[config.mk]
export PLATFORM = sky130hd
export DESIGN_NAME = gray_updown_counter_flat
export DESIGN_NICKNAME = d
export VERILOG_FILES = /design/src/rtl/gray_updown_counter_pkg.sv /design/src/rtl/gray_updown_counter_if.sv /design/src/rtl/gray_updown_counter_gray_to_bin.sv /design/src/rtl/gray_updown_counter.sv /design/src/flat_wrapper.sv
export SDC_FILE = /design/constraint.sdc
export NUM_CORES = 1
export LEC_CHECK = 0
export ABC_AREA = 1
export BUFFER_PORTS_ARGS = -buffer_cell sky130_fd_sc_hd__buf_2
export CORE_ASPECT_RATIO = 0.8
export CORE_MARGIN = 1.5
export CORE_UTILIZATION = 47
export CTS_CLUSTER_SIZE = 14
export DETAILED_ROUTE_END_ITERATION = 12
export PLACE_DENSITY = 0.76
export REMOVE_ABC_BUFFERS = 1
export SLEW_MARGIN = 10
export SYNTH_ARGS = -nofsm -noshare
export SYNTH_HDL_FRONTEND = slang
export SYNTH_SLANG_ARGS = --single-unit
[constraint.sdc]
create_clock -name clk -period 1.9 [get_ports clk]
set_clock_uncertainty 0.1 [all_clocks]
set_input_delay 0.285 -clock clk [delete_from_list [all_inputs] [get_ports clk]]
set_output_delay 0.285 -clock clk [all_outputs]
set_load 0.02 [all_outputs]
[src/rtl/gray_updown_counter_pkg.sv]
// Shared constants and the binary-to-Gray helper used by the counter and its bench.
package gray_pkg;
  localparam int MAX_WIDTH = 32;

  function automatic logic [MAX_WIDTH-1:0] bin_to_gray(input logic [MAX_WIDTH-1:0] value);
    return value ^ (value >> 1);
  endfunction
endpackage

[src/rtl/gray_updown_counter_if.sv]
// Control and status bundle of the Gray up/down counter.
interface gray_updown_counter_if #(
  parameter int WIDTH = 8
);
  logic             en;
  logic             up;
  logic             load;
  logic [WIDTH-1:0] load_gray;
  logic [WIDTH-1:0] bin_o;
  logic [WIDTH-1:0] gray_o;
  logic             tc_o;
  logic             wrap_o;

  modport master (
    output en, up, load, load_gray,
    input  bin_o, gray_o, tc_o, wrap_o
  );

  modport slave (
    input  en, up, load, load_gray,
    output bin_o, gray_o, tc_o, wrap_o
  );
endinterface

[src/rtl/gray_updown_counter_gray_to_bin.sv]
// Width-generic Gray-to-binary decoder: each binary bit is the XOR of all Gray bits at or above it.
module gray_to_bin_n #(
  parameter int WIDTH = 8
) (
  input  logic [WIDTH-1:0] gray,
  output logic [WIDTH-1:0] bin
);
  logic acc;

  always_comb begin
    bin = '0;
    acc = 1'b0;
    for (int j = WIDTH - 1; j >= 0; j--) begin
      acc    = acc ^ gray[j];
      bin[j] = acc;
    end
  end
endmodule

[src/rtl/gray_updown_counter.sv]
// Up/down counter held in binary with a registered Gray copy, Gray parallel load,
// terminal-count flag, wrap pulse and optional saturation.
module gray_updown_counter
  import gray_pkg::*;
#(
  parameter int WIDTH       = 8,
  parameter bit SATURATE    = 1'b0,
  parameter int RESET_VALUE = 0
) (
  input logic                 clk,
  input logic                 rst,
  gray_updown_counter_if.slave bus
);
  localparam logic [WIDTH-1:0] RESET_BIN  = RESET_VALUE[WIDTH-1:0];
  localparam logic [WIDTH-1:0] RESET_GRAY = RESET_BIN ^ (RESET_BIN >> 1);

  logic [WIDTH-1:0] bin_q;
  logic [WIDTH-1:0] gray_q;
  logic             wrap_q;
  logic [WIDTH-1:0] load_bin;
  logic [WIDTH-1:0] next_bin;
  logic [WIDTH-1:0] next_gray;
  logic             next_wrap;
  logic             at_tc;

  gray_to_bin_n #(.WIDTH(WIDTH)) u_decode (
    .gray (bus.load_gray),
    .bin  (load_bin)
  );

  assign at_tc = bus.up ? (bin_q == '1) : (bin_q == '0);

  // A step taken at terminal count is exactly the wrapping step.
  always_comb begin
    next_bin  = bin_q;
    next_wrap = 1'b0;
    if (bus.load) begin
      next_bin = load_bin;
    end else if (bus.en) begin
      if (!(SATURATE && at_tc)) begin
        next_bin  = bus.up ? bin_q + WIDTH'(1) : bin_q - WIDTH'(1);
        next_wrap = at_tc;
      end
    end
  end

  assign next_gray = bus.load ? bus.load_gray
                              : WIDTH'(bin_to_gray(MAX_WIDTH'(next_bin)));

  always_ff @(posedge clk or posedge rst) begin
    if (rst) begin
      bin_q  <= RESET_BIN;
      gray_q <= RESET_GRAY;
      wrap_q <= 1'b0;
    end else begin
      bin_q  <= next_bin;
      gray_q <= next_gray;
      wrap_q <= next_wrap;
    end
  end

  assign bus.bin_o  = bin_q;
  assign bus.gray_o = gray_q;
  assign bus.tc_o   = at_tc;
  assign bus.wrap_o = wrap_q;
endmodule

[src/flat_wrapper.sv]
// flat-port wrapper written by rule: the top's interface ports become plain ports
module gray_updown_counter_flat import gray_pkg::*;
#(
  parameter int WIDTH       = 8,
  parameter bit SATURATE    = 1'b0,
  parameter int RESET_VALUE = 0
)
  (clk, rst, bus_en, bus_up, bus_load, bus_load_gray, bus_bin_o, bus_gray_o, bus_tc_o, bus_wrap_o);
  gray_updown_counter_if #(.WIDTH(WIDTH)) bus_i ();
  input logic clk;
  input logic rst;
  input wire logic [$bits(bus_i.en)-1:0] bus_en;
  input wire logic [$bits(bus_i.up)-1:0] bus_up;
  input wire logic [$bits(bus_i.load)-1:0] bus_load;
  input wire logic [$bits(bus_i.load_gray)-1:0] bus_load_gray;
  output wire logic [$bits(bus_i.bin_o)-1:0] bus_bin_o;
  output wire logic [$bits(bus_i.gray_o)-1:0] bus_gray_o;
  output wire logic [$bits(bus_i.tc_o)-1:0] bus_tc_o;
  output wire logic [$bits(bus_i.wrap_o)-1:0] bus_wrap_o;
  assign bus_i.en = bus_en;
  assign bus_i.up = bus_up;
  assign bus_i.load = bus_load;
  assign bus_i.load_gray = bus_load_gray;
  assign bus_bin_o = bus_i.bin_o;
  assign bus_gray_o = bus_i.gray_o;
  assign bus_tc_o = bus_i.tc_o;
  assign bus_wrap_o = bus_i.wrap_o;
  gray_updown_counter #(.WIDTH(WIDTH), .SATURATE(SATURATE), .RESET_VALUE(RESET_VALUE)) u_core (.clk(clk), .rst(rst), .bus(bus_i));
endmodule
After elaboration in Yosys (flattened, before gate mapping)
Cells that the tools add are included.
- bitwise gates (word level): 8
- multiplexer cells: 7
- eq/ne operators: 1
- add/sub/neg operators: 2
- reductions and logical operators: 1
- operators with widths (operator ; number):
    $mux W8 ; 4
    $add A8 B1 Y8 const B ; 1
    $eq A8 B8 Y1 const B ; 1
    $logic_not A8 Y1 ; 1
    $sub A8 B1 Y8 const B ; 1
    $xor A8 B7 Y8 ; 1
    $xor A1 B1 Y1 ; 7
    $mux W1 ; 3
- register bits after elaboration: 17

Depth between registers and ports, before layout
- depth in word-level cells: 10
- depth in mapped cells: 14
- gate-level depth less buffers: 14

Cells and area by module
Synthesis repeated with hierarchy kept, for this count alone.
- cell total of the unflattened synthesis: 219
- area, all modules: 1470.2 um2
- by module, submodules not included (module ; instances ; cells each ; area an instance (um2) ; seq. area each (um2)):
    gray_updown_counter ; 1 ; 179 ; 1234.9 ; 425.4
    gray_to_bin_n ; 1 ; 40 ; 235.2 ; 0.0

Worst setup path after synthesis
No wires, ideal clock.
- kind: reg-to-reg
- from: reg u_core.bin_q[0], in the netlist u_core.bus.bin_o[0]
- to: reg u_core.gray_q[6], in the netlist u_core.bus.gray_o[6]
- stages on the path, launching flop included: 15
- data arrival time: 1877 ps
- path buffers: 0
- slack: -203 ps
- data required time: 1675 ps
- cells stage by stage: dfrtp_1 > inv_1 > fa_1 > inv_1 > nand3_1 > nand2_1 > nand2_1 > a21oi_1 > nor2_1 > nand2_1 > nand3_1 > nand2_1 > nor2_1 > nand2_1 > nand3_1
- longest elaborated chain between the ends: 6
- elaborated cells between the ends (all ways): 7
- those cells by class: add/sub (2); mux (4); bitwise (1)
- ends and longest elaborated chain (element ; line ; text):
    start, declared ; gray_updown_counter.sv:17 ; logic [WIDTH-1:0] bin_q;
    start signal, assigned ; gray_updown_counter.sv:56 ; bin_q <= next_bin;
    $sub A8 B1 Y8 / $add A8 B1 Y8 (equally long branches) ; gray_updown_counter.sv:41 ; next_bin = bus.up ? bin_q + WIDTH'(1) : bin_q - WIDTH'(1);
    $mux W8 (*) ; gray_updown_counter.sv:41 ;
    $mux W8 (*) ; gray_updown_counter.sv:39 ; end else if (bus.en) begin
    $mux W8 (*) ; gray_updown_counter.sv:37 ; if (bus.load) begin
    $xor A8 B7 Y8 (*) ; gray_updown_counter_pkg.sv:6 ; return value ^ (value >> 1);
    $mux W8 (*) ; gray_updown_counter.sv:47 ; assign next_gray = bus.load ? bus.load_gray
    net u_core.next_gray[6] ; gray_updown_counter.sv:22 ; logic [WIDTH-1:0] next_gray;
    end signal, assigned ; gray_updown_counter.sv:57 ; gray_q <= next_gray;
    end, declared ; gray_updown_counter.sv:18 ; logic [WIDTH-1:0] gray_q;
The timed path passes the listed nets; every way through them passes the cells marked *.

Final worst setup path
- from: reg u_core.bin_q[0], in the netlist u_core.bus.bin_o[0]
- to: reg u_core.gray_q[4], in the netlist u_core.bus.gray_o[4]
- longest elaborated chain between the ends: 6
- elaborated cells between the ends (all ways): 7
- those cells by class: add/sub (2); mux (4); bitwise (1)
- ends and longest elaborated chain (element ; line ; text):
    $sub A8 B1 Y8 / $add A8 B1 Y8 (equally long branches) ; gray_updown_counter.sv:41 ;
    $mux W8 (*) ; gray_updown_counter.sv:41 ;
    $mux W8 (*) ; gray_updown_counter.sv:39 ;
    $mux W8 (*) ; gray_updown_counter.sv:37 ;
    net u_core.next_bin[4] ; gray_updown_counter.sv:21 ; logic [WIDTH-1:0] next_bin;
    $xor A8 B7 Y8 (*) ; gray_updown_counter_pkg.sv:6 ;
    $mux W8 (*) ; gray_updown_counter.sv:47 ;
    net u_core.next_gray[4] ; gray_updown_counter.sv:22 ;
Marks and branches as above.

==> impl_metrics.toml <==
[run_status]
status = "finished, violations left"
violations = "setup timing"

[clocking]
path_clk_slew_ns = 0.10
ctsHtreeMaxLevel = 1
clock-sinks = 16
clk_latency_ns = 0.28
cts_root_buf = "clkbuf_4"
cts_tree = "built"
cts_buffers = 3
clock_path_buffers = 2

[finish]
fin_area_um2 = 1920
final_util_pct = 77.8
drive_above_1_share_pct = 56.4
areaGrowthSynthToFinish_pct = 57.0
n_antenna_cell = 0
finalNetCount = 242

[global_routing]
grt_pass1_vias = 1344
grt_first_pass_wirelength_um = 5920
grt_max_degree = 17
grt_antenna_before_repair = 0
overflow = 0
grtUsageTotal_pct = 26.5

[min_path]
hold_path_class = "input port to flop"

[setup_path]
cp-start-kind = "flop"
cp_max_fo = 3
required_ns = 1.97
worstSetupPathType = "flop to flop"
worstSetupEndpointType = "flop"
crit_chain = "inv_2, fa_2, inv_2, nand3_2, nand2_2, nand2_2, buf_4, buf_4, nand3_1, a31oi_2, xor2_1"
critPathMaxStageDelay_ns = 0.39
worst_path_max_delay_cell = "dfrtp_1"
cp.arrival_ns = 2.12

[placed_design]
place_area_um2 = 1540
port_buffers = 30
dp_hpwl_um = 2370
place_congestion = 0.853

[route]
drt_iter0_markers = 57
drc = 0
vias_per_cell = 5.51
ant_nets = 0
wl_um = 4160
drtPass1Iterations = 4
vias = 1410
avgRoutedWirePerCell_um = 16.3

[sta]
setup_viol = 9
worst_pin_slew_ns = 0.613
fmax_mhz = 488
rsz0062_at_grt = "yes"
hold_viol = 0
period_share_pct = 108
layout_setup_ws_ns = -0.148
finalCriticalPeriod_ns = 2.05
drv_slew = 0
relSlewSlack_pct = 59.1

[logic_synthesis]
yosysUniqueCellTypes = 29
synthCells = 156
ys_ff_latch = 16
ys_seq_area_share_pct = 32.8
syn_area_per_cell_um2 = 7.82
mappedNetlistArea_um2 = 1220
yosysWarnings = 0

[power_and_ir_drop]
p_leak_nw = 0.955
powerDensity_nw_per_um2 = 854
ir_worst_vdd_mv = 0.434
power_mw = 1.64

[floorplanning]
design.core.area_um2 = 2460
die_h_um = 48.6
die_area_um2 = 2910
std_cell_rows = 16
io_pins = 31
die_w_um = 60.0
start_util_pct = 49.5

[flow_run]
maxCapViolCount = 0
routing by layer:
metal  vias to the layer above  track usage (%)  routed length, µm
met5                         -                0                  0
met4                         0             10.7                110
met3                        14             3.21                217
met2                        61             43.5               2130
met1                       687             35.0               1710
li1                        648                -                  -
final cells by class:
type	count	area, µm²
Clock buffer	3	22.5
Fill cell	152	547
Inverter	21	82.6
Multi-Input combinational cell	115	922
Sequential cell	16	400
Tap cell	36	45.0
Timing Repair Buffer	65	443
cell usage in the layout, fill, tap and decap left out, drive strengths merged:
cell type,n
ha,6
inv,20
buf,63
nor4,2
clkbuf,4
dfrtp,16
clkinvlp,1
dlygate4sd3,1
nor2,6
xor2,6
fa,1
o21ai,11
o211ai,1
and3,1
nand4,3
a31oi,2
nand3,24
xnor2,1
a21oi,8
nand2,41
o31ai,1
o31a,1
cells in the mapped netlist:
cell type | number | share of area, %
clkbuf_1 | 2 | 0.62
xnor2_1 | 1 | 0.72
o31a_1 | 1 | 0.72
inv_1 | 21 | 6.5
xor2_2 | 1 | 1.3
a21oi_1 | 8 | 3.3
a31oi_2 | 1 | 1.0
o21ai_2 | 2 | 1.4
nand3_1 | 15 | 6.2
nand2_2 | 4 | 2.1
o211ai_1 | 1 | 0.62
nor4_1 | 2 | 1.0
fa_1 | 1 | 1.6
o21ai_1 | 2 | 0.82
nand4_1 | 3 | 1.5
nand3_4 | 1 | 1.4
dfrtp_1 | 16 | 33
nor2_1 | 6 | 1.8
o31ai_1 | 1 | 0.62
xor2_1 | 5 | 3.6
o21ai_0 | 7 | 2.9
buf_2 | 1 | 0.41
nand3_2 | 8 | 6.6
and3_1 | 1 | 0.51
nand2_4 | 2 | 1.8
nand2_1 | 35 | 11
buf_4 | 1 | 0.62
ha_1 | 6 | 6.2
a31oi_1 | 1 | 0.51
flip-flops by register name, indices dropped and copies added, names as in the netlist:
name	cells
u_core.bus.gray_o	7
u_core.bus.wrap_o	1
u_core.bus.bin_o	8
worst max-delay path, delay by kind of cell, from the launching register on:
family,cells,cell delay (ns)
AOI/OAI and AO/OA,1,0.15
xor gates and xnor gates,1,0.20
adders and majority gates,1,0.38
buffers and inverters,4,0.39
DFF,1,0.39
and+or+nand+nor,4,0.33
final timing paths:
check                               startpoint                    to  slack [ns]  cells after the start
setup / recovery           u_core.bus.bin_o[0]  u_core.bus.gray_o[4]       -0.15                     11
setup reg to reg           u_core.bus.bin_o[0]  u_core.bus.gray_o[4]       -0.15                     11
hold reg to reg            u_core.bus.bin_o[4]   u_core.bus.bin_o[4]        0.76                      3
max in group asynchronous                  rst   u_core.bus.bin_o[2]        0.77                      3
min in group asynchronous                  rst   u_core.bus.bin_o[3]        0.54                      3
hold / removal                bus_load_gray[6]  u_core.bus.gray_o[6]        0.19                      3
cells by family after synthesis:
family / count (synthesis) / share of synthesized area (%)
AO/OA/AOI/OAI: 24 / 11.9
XOR/XNOR: 7 / 5.64
flip-flops: 16 / 32.8
adder cells (fa/ha/maj): 7 / 7.79
buffers and inverters: 25 / 8.10
AND/OR/NAND/NOR: 77 / 33.7
through the flow:
stage / hold slack (ns) / cells / worst slack [ns] / TNS, ns
after floorplan: 0.0987 / 152 / -0.193 / -0.560
after global placement: 0.253 / 237 / -0.160 / -0.514
after detailed placement: 0.271 / 237 / -0.225 / -1.03
after CTS: 0.184 / 246 / -0.0136 / -0.0153
after global routing: 0.208 / 256 / -0.234 / -1.69
final: 0.192 / 256 / -0.148 / -0.822
timing repair:
action	in CTS	in global routing
endpoints found under the setup margin	11	12
hold buffers	1	0
pin swaps	9	19
hold endpoints to repair	16	0
setup buffers	5	11
resized for setup	28	28
where the power goes:
part	switching [mW]	internal [mW]	total, mW
combinational	0.563	0.432	0.995
sequential	0.0485	0.412	0.460
clock	0.107	0.0735	0.181
total	0.719	0.918	1.64
Power figures use the tool's default switching activity.
